===== src/rtl/alu_seq_ctrl.sv =====
// alu_seq_ctrl
//   Front-panel sequencer for a switch/button driven ALU demo. The user loads
//   operand A, then operand B, then an opcode, using three debounced buttons.
//   The controller then lets the external combinational ALU settle for one
//   cycle, captures its result and overflow flag onto LEDs, and flags any
//   out-of-order press or unsupported opcode as a sticky error.
//
// Ports
//   i_clk          single clock, rising edge
//   i_reset        asynchronous, active-low reset
//   i_dataSw       operand switches (NB_DATA)
//   i_opSw         opcode switches (NB_OP)
//   i_btnA/B/O     debounced button levels: load A / load B / load op + execute
//   i_aluResult    combinational ALU result for o_dataA/o_dataB/o_op
//   i_aluOverflow  combinational ALU overflow flag
//   o_dataA/B      registered operands driving the ALU
//   o_op           registered opcode driving the ALU
//   o_resultLed    captured ALU result
//   o_overflowLed  captured ALU overflow
//   o_valid        captured result belongs to the current operands
//   o_error        sticky sequence/opcode error
//   o_state        FSM state: IDLE=0, HAVE_A=1, HAVE_B=2, EXEC=3, DONE=4
module alu_seq_ctrl #(
  parameter int NB_DATA = 8,
  parameter int NB_OP   = 6
) (
  input  logic               i_clk,
  input  logic               i_reset,
  input  logic [NB_DATA-1:0] i_dataSw,
  input  logic [NB_OP-1:0]   i_opSw,
  input  logic               i_btnA,
  input  logic               i_btnB,
  input  logic               i_btnO,
  input  logic [NB_DATA-1:0] i_aluResult,
  input  logic               i_aluOverflow,
  output logic [NB_DATA-1:0] o_dataA,
  output logic [NB_DATA-1:0] o_dataB,
  output logic [NB_OP-1:0]   o_op,
  output logic [NB_DATA-1:0] o_resultLed,
  output logic               o_overflowLed,
  output logic               o_valid,
  output logic               o_error,
  output logic [2:0]         o_state
);

  typedef enum logic [2:0] {
    IDLE   = 3'd0,
    HAVE_A = 3'd1,
    HAVE_B = 3'd2,
    EXEC   = 3'd3,
    DONE   = 3'd4
  } stateT;

  // Supported opcodes: ADD, SUB, AND, OR, XOR, NOR, SRA, SRL.
  localparam logic [NB_OP-1:0] OP_ADD = NB_OP'(6'b100000);
  localparam logic [NB_OP-1:0] OP_SUB = NB_OP'(6'b100010);
  localparam logic [NB_OP-1:0] OP_AND = NB_OP'(6'b100100);
  localparam logic [NB_OP-1:0] OP_OR  = NB_OP'(6'b100101);
  localparam logic [NB_OP-1:0] OP_XOR = NB_OP'(6'b100110);
  localparam logic [NB_OP-1:0] OP_NOR = NB_OP'(6'b100111);
  localparam logic [NB_OP-1:0] OP_SRA = NB_OP'(6'b000011);
  localparam logic [NB_OP-1:0] OP_SRL = NB_OP'(6'b000010);

  // Button bit order inside the vectors below.
  localparam int BTN_A = 0;
  localparam int BTN_B = 1;
  localparam int BTN_O = 2;

  logic [2:0]         btnLevel;
  logic [2:0]         btnSampleReg;
  logic [2:0]         btnPrevReg;
  logic [2:0]         btnEdge;
  logic               collision;
  logic               opSupported;

  stateT              stateReg, stateNext;
  logic [NB_DATA-1:0] dataAReg, dataANext;
  logic [NB_DATA-1:0] dataBReg, dataBNext;
  logic [NB_OP-1:0]   opReg, opNext;
  logic [NB_DATA-1:0] resultReg, resultNext;
  logic               overflowReg, overflowNext;
  logic               validReg, validNext;
  logic               errorReg, errorNext;

  assign btnLevel = {i_btnO, i_btnB, i_btnA};

  // Buttons are sampled once, then compared with the previous sample. Both
  // stages come out of reset at 1 so that a button already held down when
  // reset releases looks like "still pressed" and must be released and
  // pressed again before it counts.
  always_ff @(posedge i_clk or negedge i_reset) begin
    if (!i_reset) begin
      btnSampleReg <= 3'b111;
      btnPrevReg   <= 3'b111;
    end else begin
      btnSampleReg <= btnLevel;
      btnPrevReg   <= btnSampleReg;
    end
  end

  assign btnEdge   = btnSampleReg & ~btnPrevReg;
  assign collision = (btnEdge[BTN_A] & btnEdge[BTN_B]) |
                     (btnEdge[BTN_A] & btnEdge[BTN_O]) |
                     (btnEdge[BTN_B] & btnEdge[BTN_O]);

  always_comb begin
    opSupported = 1'b0;
    case (i_opSw)
      OP_ADD, OP_SUB, OP_AND, OP_OR,
      OP_XOR, OP_NOR, OP_SRA, OP_SRL: opSupported = 1'b1;
      default:                        opSupported = 1'b0;
    endcase
  end

  always_ff @(posedge i_clk or negedge i_reset) begin
    if (!i_reset) begin
      stateReg    <= IDLE;
      dataAReg    <= '0;
      dataBReg    <= '0;
      opReg       <= '0;
      resultReg   <= '0;
      overflowReg <= 1'b0;
      validReg    <= 1'b0;
      errorReg    <= 1'b0;
    end else begin
      stateReg    <= stateNext;
      dataAReg    <= dataANext;
      dataBReg    <= dataBNext;
      opReg       <= opNext;
      resultReg   <= resultNext;
      overflowReg <= overflowNext;
      validReg    <= validNext;
      errorReg    <= errorNext;
    end
  end

  always_comb begin
    stateNext    = stateReg;
    dataANext    = dataAReg;
    dataBNext    = dataBReg;
    opNext       = opReg;
    resultNext   = resultReg;
    overflowNext = overflowReg;
    validNext    = validReg;
    errorNext    = errorReg;

    if (stateReg == EXEC) begin
      // The ALU has had a full cycle on the registered operands; capture it.
      // Any press arriving now is dropped silently, collisions included.
      resultNext   = i_aluResult;
      overflowNext = i_aluOverflow;
      validNext    = 1'b1;
      stateNext    = DONE;
    end else if (collision) begin
      errorNext = 1'b1;
    end else if (btnEdge[BTN_A]) begin
      // A restarts the sequence from anywhere; the LEDs keep the old result.
      dataANext = i_dataSw;
      validNext = 1'b0;
      errorNext = 1'b0;
      stateNext = HAVE_A;
    end else if (btnEdge[BTN_B]) begin
      if (stateReg == HAVE_A) begin
        dataBNext = i_dataSw;
        stateNext = HAVE_B;
      end else begin
        errorNext = 1'b1;
      end
    end else if (btnEdge[BTN_O]) begin
      if (stateReg == HAVE_B && opSupported) begin
        opNext    = i_opSw;
        stateNext = EXEC;
      end else begin
        errorNext = 1'b1;
      end
    end
  end

  assign o_dataA       = dataAReg;
  assign o_dataB       = dataBReg;
  assign o_op          = opReg;
  assign o_resultLed   = resultReg;
  assign o_overflowLed = overflowReg;
  assign o_valid       = validReg;
  assign o_error       = errorReg;
  assign o_state       = stateReg;

endmodule


===== config.mk =====
export PLATFORM = sky130hd
export DESIGN_NAME = alu_seq_ctrl
export DESIGN_NICKNAME = d
export VERILOG_FILES = /design/src/rtl/alu_seq_ctrl.sv
export SDC_FILE = /design/constraint.sdc
export NUM_CORES = 1
export LEC_CHECK = 0
export ABC_CLOCK_PERIOD_IN_PS = 1500
export BUFFER_PORTS_ARGS = -buffer_cell sky130_fd_sc_hd__buf_2
export CAP_MARGIN = 25
export CORE_MARGIN = 4
export CORE_UTILIZATION = 30
export DETAILED_ROUTE_END_ITERATION = 16
export HOLD_SLACK_MARGIN = 0.12
export RECOVER_POWER = 50
export SYNTH_ARGS = -nofsm -noshare
export SYNTH_HDL_FRONTEND = slang
export SYNTH_SLANG_ARGS = --single-unit

===== constraint.sdc =====
create_clock -name i_clk -period 1.5 [get_ports i_clk]
set_clock_uncertainty 0.05 [all_clocks]
set_input_delay 0.15 -clock i_clk [delete_from_list [all_inputs] [get_ports i_clk]]
set_output_delay 0.15 -clock i_clk [all_outputs]
set_load 0.02 [all_outputs]

==> results_dict.tcl, run 1 <==
set metrics [dict create \
    r2r_slack_ns -0.13 \
    achievable-frequency_ghz 0.615 \
    p_per_area_nw_per_um2 1810 \
    drc_errors 0 \
    worstSetupEndpointType "flop" \
    vias 1312 \
    total_standard_cell_area_after_synthesis_um2 1690 \
    clk_root_buf "sky130_fd_sc_hd__clkbuf_8" \
    setup_slack_placement_ns -0.130 \
    finalNonFillerCells 310 \
    clock_latency_on_the_worst_skew_pair_ns 0.29 \
    synthesis.nets 154 \
    synthesis.area_per_instance_um2 13.4 \
    cellLeakagePower_uw 0.00129 \
    timing_max_transition_violations_final 0 \
    maxCapViolations 0 \
    dp_hpwl_mm 2.73 \
    timing.critical_path.from_type "flop" \
    critPathSlowestCell "sky130_fd_sc_hd__dfrtp_2" \
    floorplan.die.height_um 83.0 \
    wirelength_mm 4.10 \
    floorplan.rows 27 \
    synth_cell_types 29 \
    worst_r2r_src "o_state[0]" \
    route.detailed.vias_per_inst 4.23 \
    finalNetCount 265 \
    outcome "complete, but fails checks" \
    worst_hold_path_type "input pin to asynchronous set/reset pin" \
    grtUsageTotal 0.131 \
    slew-limit-headroom 0.631 \
    grt_max_degree 23 \
    number_of_h_tree_levels 2 \
    coreArea_um2 5470 \
    finalSetupViolations 25 \
    vias_in_the_first_global_route 1493 \
    synthCells 126 \
    critPathArrivalTime_ns 1.76 \
    numPortBuffers 63 \
    die_x_um 83.0 \
    overflow 0 \
    fp.dieArea_um2 6890 \
    synth_edf_count 0 \
    min_period_over_period 1.08 \
    antenna_found_initial 0 \
    grt_pass1_wl_mm 7.40 \
    synth_sequential_area_ratio 0.627 \
    clk_path_buf_depth 2 \
    critical-path-max-stage-delay_ns 0.45 \
    cts_inserted_buffers 5 \
    tritoncts "built" \
    cts.clk_slew.worst_paths_ns 0.08 \
    dp_cells 276 \
    rsz0062_at_grt "true" \
    final_hold_viol_count 0 \
    worst_r2r_endpoint "o_state[2]" \
    mostFrequentLayoutCell "sky130_fd_sc_hd__buf_2" \
    area_delta_synth_final_pct 56.2 \
    n_antenna_cell 0 \
    layout_setup_ws_ns -0.125 \
    synthFlopType "sky130_fd_sc_hd__dfrtp_1" \
    critPathKind "flop to flop" \
    timing.final.crit_period_ns 1.63 \
    initial_utilization 0.309 \
    post-route-util 0.482 \
    critical_path.cell_chain "nor3b_2 -> o2111ai_2 -> nor2_1 -> o22ai_2 -> buf_4 -> a21o_2" \
    yosysWarningCount 0 \
    reg2regPathDepth 6 \
    post_drt_wl_per_cell_um 13.2 \
    final_cell_mix "sky130_fd_sc_hd__buf_2 (46), sky130_fd_sc_hd__dfrtp_1 (33), sky130_fd_sc_hd__nand2_1 (28)" \
    cts_num_sinks 42 \
    critPathMaxFanout 4 \
    design.portCount 64 \
    synth-seq-cells 42 \
    first_iter_violations 47 \
    drt_first_pass_iters 4 \
    violations "setup timing" \
    gp_congestion 0.756 \
    power.total_uw 4780 \
    async_set_or_reset_register_ratio_after_synthesis 1.00 \
    antenna_left 0 \
    drive_above_1_share 0.487 \
    worst_pin_slew_ns 0.554 \
    vdd_drop_max_uv 1010 \
    timing.setup.tns_ns -1.72 \
    worstPathRequired_ns 1.63 \
]
==> synthesized netlist by cell type (2+ instances only) <==
cell type,n,area (um2)
sky130_fd_sc_hd__dfstp_2,6,158
sky130_fd_sc_hd__nand2_1,28,105
sky130_fd_sc_hd__clkbuf_1,2,7.51
sky130_fd_sc_hd__mux2_2,16,180
sky130_fd_sc_hd__nor2b_1,4,25.0
sky130_fd_sc_hd__dfrtp_1,36,901
sky130_fd_sc_hd__mux2_4,4,60.1
sky130_fd_sc_hd__and2b_1,2,15.0
sky130_fd_sc_hd__a21oi_1,3,15.0
sky130_fd_sc_hd__nor2_1,4,15.0
sky130_fd_sc_hd__nand2b_1,3,18.8
==> where the power goes <==
| group | internal, uW | total (uW) | switching, uW |
|---|---|---|---|
| combinational | 968 | 2200 | 1240 |
| clock | 371 | 730 | 359 |
| sequential | 1580 | 1850 | 264 |
| total | 2920 | 4780 | 1860 |
==> cell families (layout without fill, tap and decap cells) <==
| kind of cell | count (synthesis) | after routing | share of synthesized area |
|---|---|---|---|
| and+or+nand+nor | 50 | 50 | 0.164 |
| DFF | 42 | 42 | 0.627 |
| muxes | 22 | 22 | 0.155 |
| AOI/OAI and AO/OA | 9 | 9 | 0.0474 |
| buffers and inverters | 3 | 115 | 0.00667 |
==> registers in the layout (all words and copies together) (netlist names) <==
signal / flops
btnPrevReg: 3
btnSampleReg: 3
o_dataA: 8
o_dataB: 8
o_error: 1
o_op: 6
o_overflowLed: 1
o_resultLed: 8
o_state: 3
o_valid: 1
==> how the worst max path moves through the flow <==
stage,to,cells after the start,start,slack (ns)
after floorplan,o_op[0],5,o_state[2],-0.08
after global placement,o_state[0],5,btnSampleReg[2],-0.12
after detailed placement,o_op[2],5,o_state[0],-0.13
after CTS,o_op[2],5,o_state[0],-0.14
after global routing,o_state[2],6,o_state[0],-0.20
final,o_state[2],6,o_state[0],-0.13
==> stage by stage <==
stage	area [um2]	hold slack (ns)
after floorplan	1700	-0.196
after global placement	2230	0.0893
after detailed placement	2230	0.0868
after CTS	2640	0.307
after global routing	2640	0.354
final	2640	0.334
==> what timing repair did <==
item | 4_1_cts | 5_1_grt
endpoints found under the setup margin | 26 | 33
setup buffers | 1 | 0
pin swaps | 1 | 1
gates cloned | 0 | 0
hold buffers | 25 | 0
hold endpoints to repair | 52 | 0
gates resized for setup | 15 | 6
==> final cells by class <==
class	count	area, um2
multi-input combinational	81	699
inverter	1	3.75
tap	72	90.1
timing repair buffer	106	692
sequential	42	1060
fill	512	2830
clock buffer	7	86.3
clock inverter	1	5.00
==> routing by layer <==
layer / part of all wire / GRT usage / vias to the layer above / wire, um
met1: 0.46 / 0.170 / 606 / 1900
li1: - / - / 649 / -
met5: 0 / 0 / - / 0
met3: 0.094 / 0.0585 / 2 / 384
met2: 0.44 / 0.204 / 55 / 1810
met4: 0.0017 / 0.0223 / 0 / 7
==> critical path: cells and delay by family (launching register included) <==
family	cells	cell delay [ns]
buffers and inverters	1	0.16
AOI/OAI and AO/OA	3	0.50
and+or+nand+nor	2	0.36
DFF	1	0.45
(Power assumes the default switching activity.)
==> inputs of run 2 (changes only) <==
--- a/config.mk
+++ b/config.mk
@@ -10,2 +10,3 @@
 export CAP_MARGIN = 25
+export CORE_ASPECT_RATIO = 0.7
 export CORE_MARGIN = 4
@@ -13,2 +14,3 @@
 export DETAILED_ROUTE_END_ITERATION = 16
+export GPL_ROUTABILITY_DRIVEN = 0
 export HOLD_SLACK_MARGIN = 0.12
==> constraint.sdc (replaced) <==
create_clock -name i_clk -period 1.5 [get_ports i_clk]
set_clock_uncertainty 0.05 [all_clocks]
set_input_delay 0.375 -clock i_clk [delete_from_list [all_inputs] [get_ports i_clk]]
set_output_delay 0.375 -clock i_clk [all_outputs]
set_load 0.02 [all_outputs]
==> run 2 against run 1 <==
  * Critical path depth fell by 1
  * Non-clock buffer count fell by 16
  * Worst setup slack improved by 0.033 ns
  * Largest power group unchanged
  * Critical endpoint is now o_op[1]
  * Sequential share of layout area rose by 1.2 points
  * Register-to-register slack improved by 0.03 ns
  * Clock power barely moved
  * Final area fell by 3.0%
  * Routed wire length fell by 6.1%
  * The flow still finishes with violations (setup timing)
  * Power rose by 1.9%
  * Critical path type unchanged
  * First-iteration DRC count fell by 55%
  * Via count fell by 4.0%
  * Combinational power rose by 5%
==> results_dict.tcl, run 2 (synthesis results as in run 1) <==
set metrics [dict create \
    numPortBuffers 63 \
    floorplan.die.height_um 70.8 \
    critPathMaxFanout 5 \
    timing.critical_path.from_type "flop" \
    drc_errors 0 \
    wirelength_mm 3.85 \
    cts_num_sinks 42 \
    layout_setup_ws_ns -0.0920 \
    worst_hold_path_type "input pin to flop" \
    critPathArrivalTime_ns 1.71 \
    grt_pass1_wl_mm 6.05 \
    vias_in_the_first_global_route 1285 \
    met2_wirelength_mm 1.62 \
    route.detailed.vias_per_inst 4.29 \
    post_drt_wl_per_cell_um 13.1 \
    coreArea_um2 5340 \
    slew-limit-headroom 0.620 \
    critPathKind "flop to flop" \
    grt_max_degree 43 \
    outcome "complete, but fails checks" \
    tritoncts "built" \
    grtUsageTotal 0.109 \
    clk_path_buf_depth 2 \
    worstPathRequired_ns 1.62 \
    vias 1260 \
    antenna_left 0 \
    antenna_found_initial 0 \
    dp_hpwl_mm 2.65 \
    clock_latency_on_the_worst_skew_pair_ns 0.28 \
    power.total_uw 4870 \
    overflow 0 \
    finalNetCount 249 \
    finalNonFillerCells 294 \
    n_antenna_cell 0 \
    drt_first_pass_iters 4 \
    finalSetupViolations 25 \
    timing_max_transition_violations_final 0 \
    rsz0062_at_grt "true" \
    floorplan.rows 22 \
    min_period_over_period 1.06 \
    final_hold_viol_count 0 \
    cts_inserted_buffers 5 \
    achievable-frequency_ghz 0.628 \
    first_iter_violations 21 \
    final_cell_mix "sky130_fd_sc_hd__buf_2 (63), sky130_fd_sc_hd__dfrtp_1 (33), sky130_fd_sc_hd__nand2_1 (28)" \
    p_per_area_nw_per_um2 1900 \
    cts.clk_slew.worst_paths_ns 0.08 \
    mostFrequentLayoutCell "sky130_fd_sc_hd__buf_2" \
    dp_cells 278 \
    drive_above_1_share 0.626 \
    timing.final.crit_period_ns 1.59 \
    violations "setup timing" \
    number_of_h_tree_levels 2 \
    design.portCount 64 \
    initial_utilization 0.316 \
    maxCapViolations 0 \
    cellLeakagePower_uw 0.00134 \
    vdd_drop_max_uv 815 \
    top_layer_in_use "met4" \
    worstSetupEndpointType "flop" \
    detail_route.wirelength.met1_mm 1.95 \
    worst_pin_slew_ns 0.570 \
    die_x_um 97.7 \
    area_delta_synth_final_pct 51.6 \
    route.met3.wl_um 244 \
    fp.dieArea_um2 6910 \
    clk_root_buf "sky130_fd_sc_hd__clkbuf_8" \
]
## run 2: cell count changes in the layout (fill, tap and decap cells not counted), sizes merged
cell         change
dlygate4sd3     -22
buf             +20
clkbuf          -14
## run 2: timing repair
action                                  CTS  global route
cloned                                    0             1
gates resized for setup                  10            21
buffers inserted                          1             3
hold buffers                              1             2
endpoints found under the setup margin   25            26
endpoints found under the hold margin    36             2
pin swaps                                 2             1
## run 2: per-stage QoR
step / worst slack (ns) / setup TNS, ns / instance area [um2] / hold WS [ns] / util
3_5_place_dp: -0.187 / -2.30 / 2270 / 0.317 / 0.424
6_report: -0.0920 / -1.11 / 2560 / 0.145 / 0.479
4_1_cts: -0.0732 / -1.41 / 2420 / 0.125 / 0.453
5_1_grt: -0.152 / -2.72 / 2560 / 0.124 / 0.479
2_1_floorplan: -0.0845 / -0.843 / 1700 / 0.0294 / -
3_3_place_gp: -0.164 / -2.13 / 2270 / 0.316 / 0.424
## run 2: area by class of cell
class / instances / area, um2
sequential: 42 / 1060
inverter: 1 / 3.75
timing repair buffer: 90 / 563
clock inverter: 1 / 5.00
tap: 72 / 90.1
clock buffer: 7 / 86.3
fill: 512 / 2780
multi-input combinational: 81 / 749
## run 2: path summary, 6_finish.rpt
kind	cells past startpoint	start	slack, ns	to
max in group asynchronous	3	i_reset	0.31	o_state[1]
max reg2reg	5	btnPrevReg[0]	-0.09	o_op[1]
min reg2reg	0	btnSampleReg[0]	0.35	btnPrevReg[0]
min	1	i_btnB	0.14	btnSampleReg[1]
max	5	btnPrevReg[0]	-0.09	o_op[1]
min in group asynchronous	3	i_reset	0.67	o_op[1]
## run 2: critical path, stage by stage, from the launching register on
cell and delay [ns]:
sky130_fd_sc_hd__dfstp_2 0.56, sky130_fd_sc_hd__nand2b_4 0.15, sky130_fd_sc_hd__nand3_4 0.10, sky130_fd_sc_hd__nor3_4 0.17
sky130_fd_sc_hd__buf_6 0.15, sky130_fd_sc_hd__mux2_4 0.30
## run 2: routing by layer
metal | track usage | up-vias
met5 | 0 | -
met4 | 0.0415 | 0
met3 | 0.0384 | 2
met2 | 0.159 | 40
met1 | 0.150 | 602
li1 | - | 616
## run 2: power breakdown
part | internal (uW) | switching, uW
clock | 371 | 361
sequential | 1590 | 248
combinational | 1070 | 1240
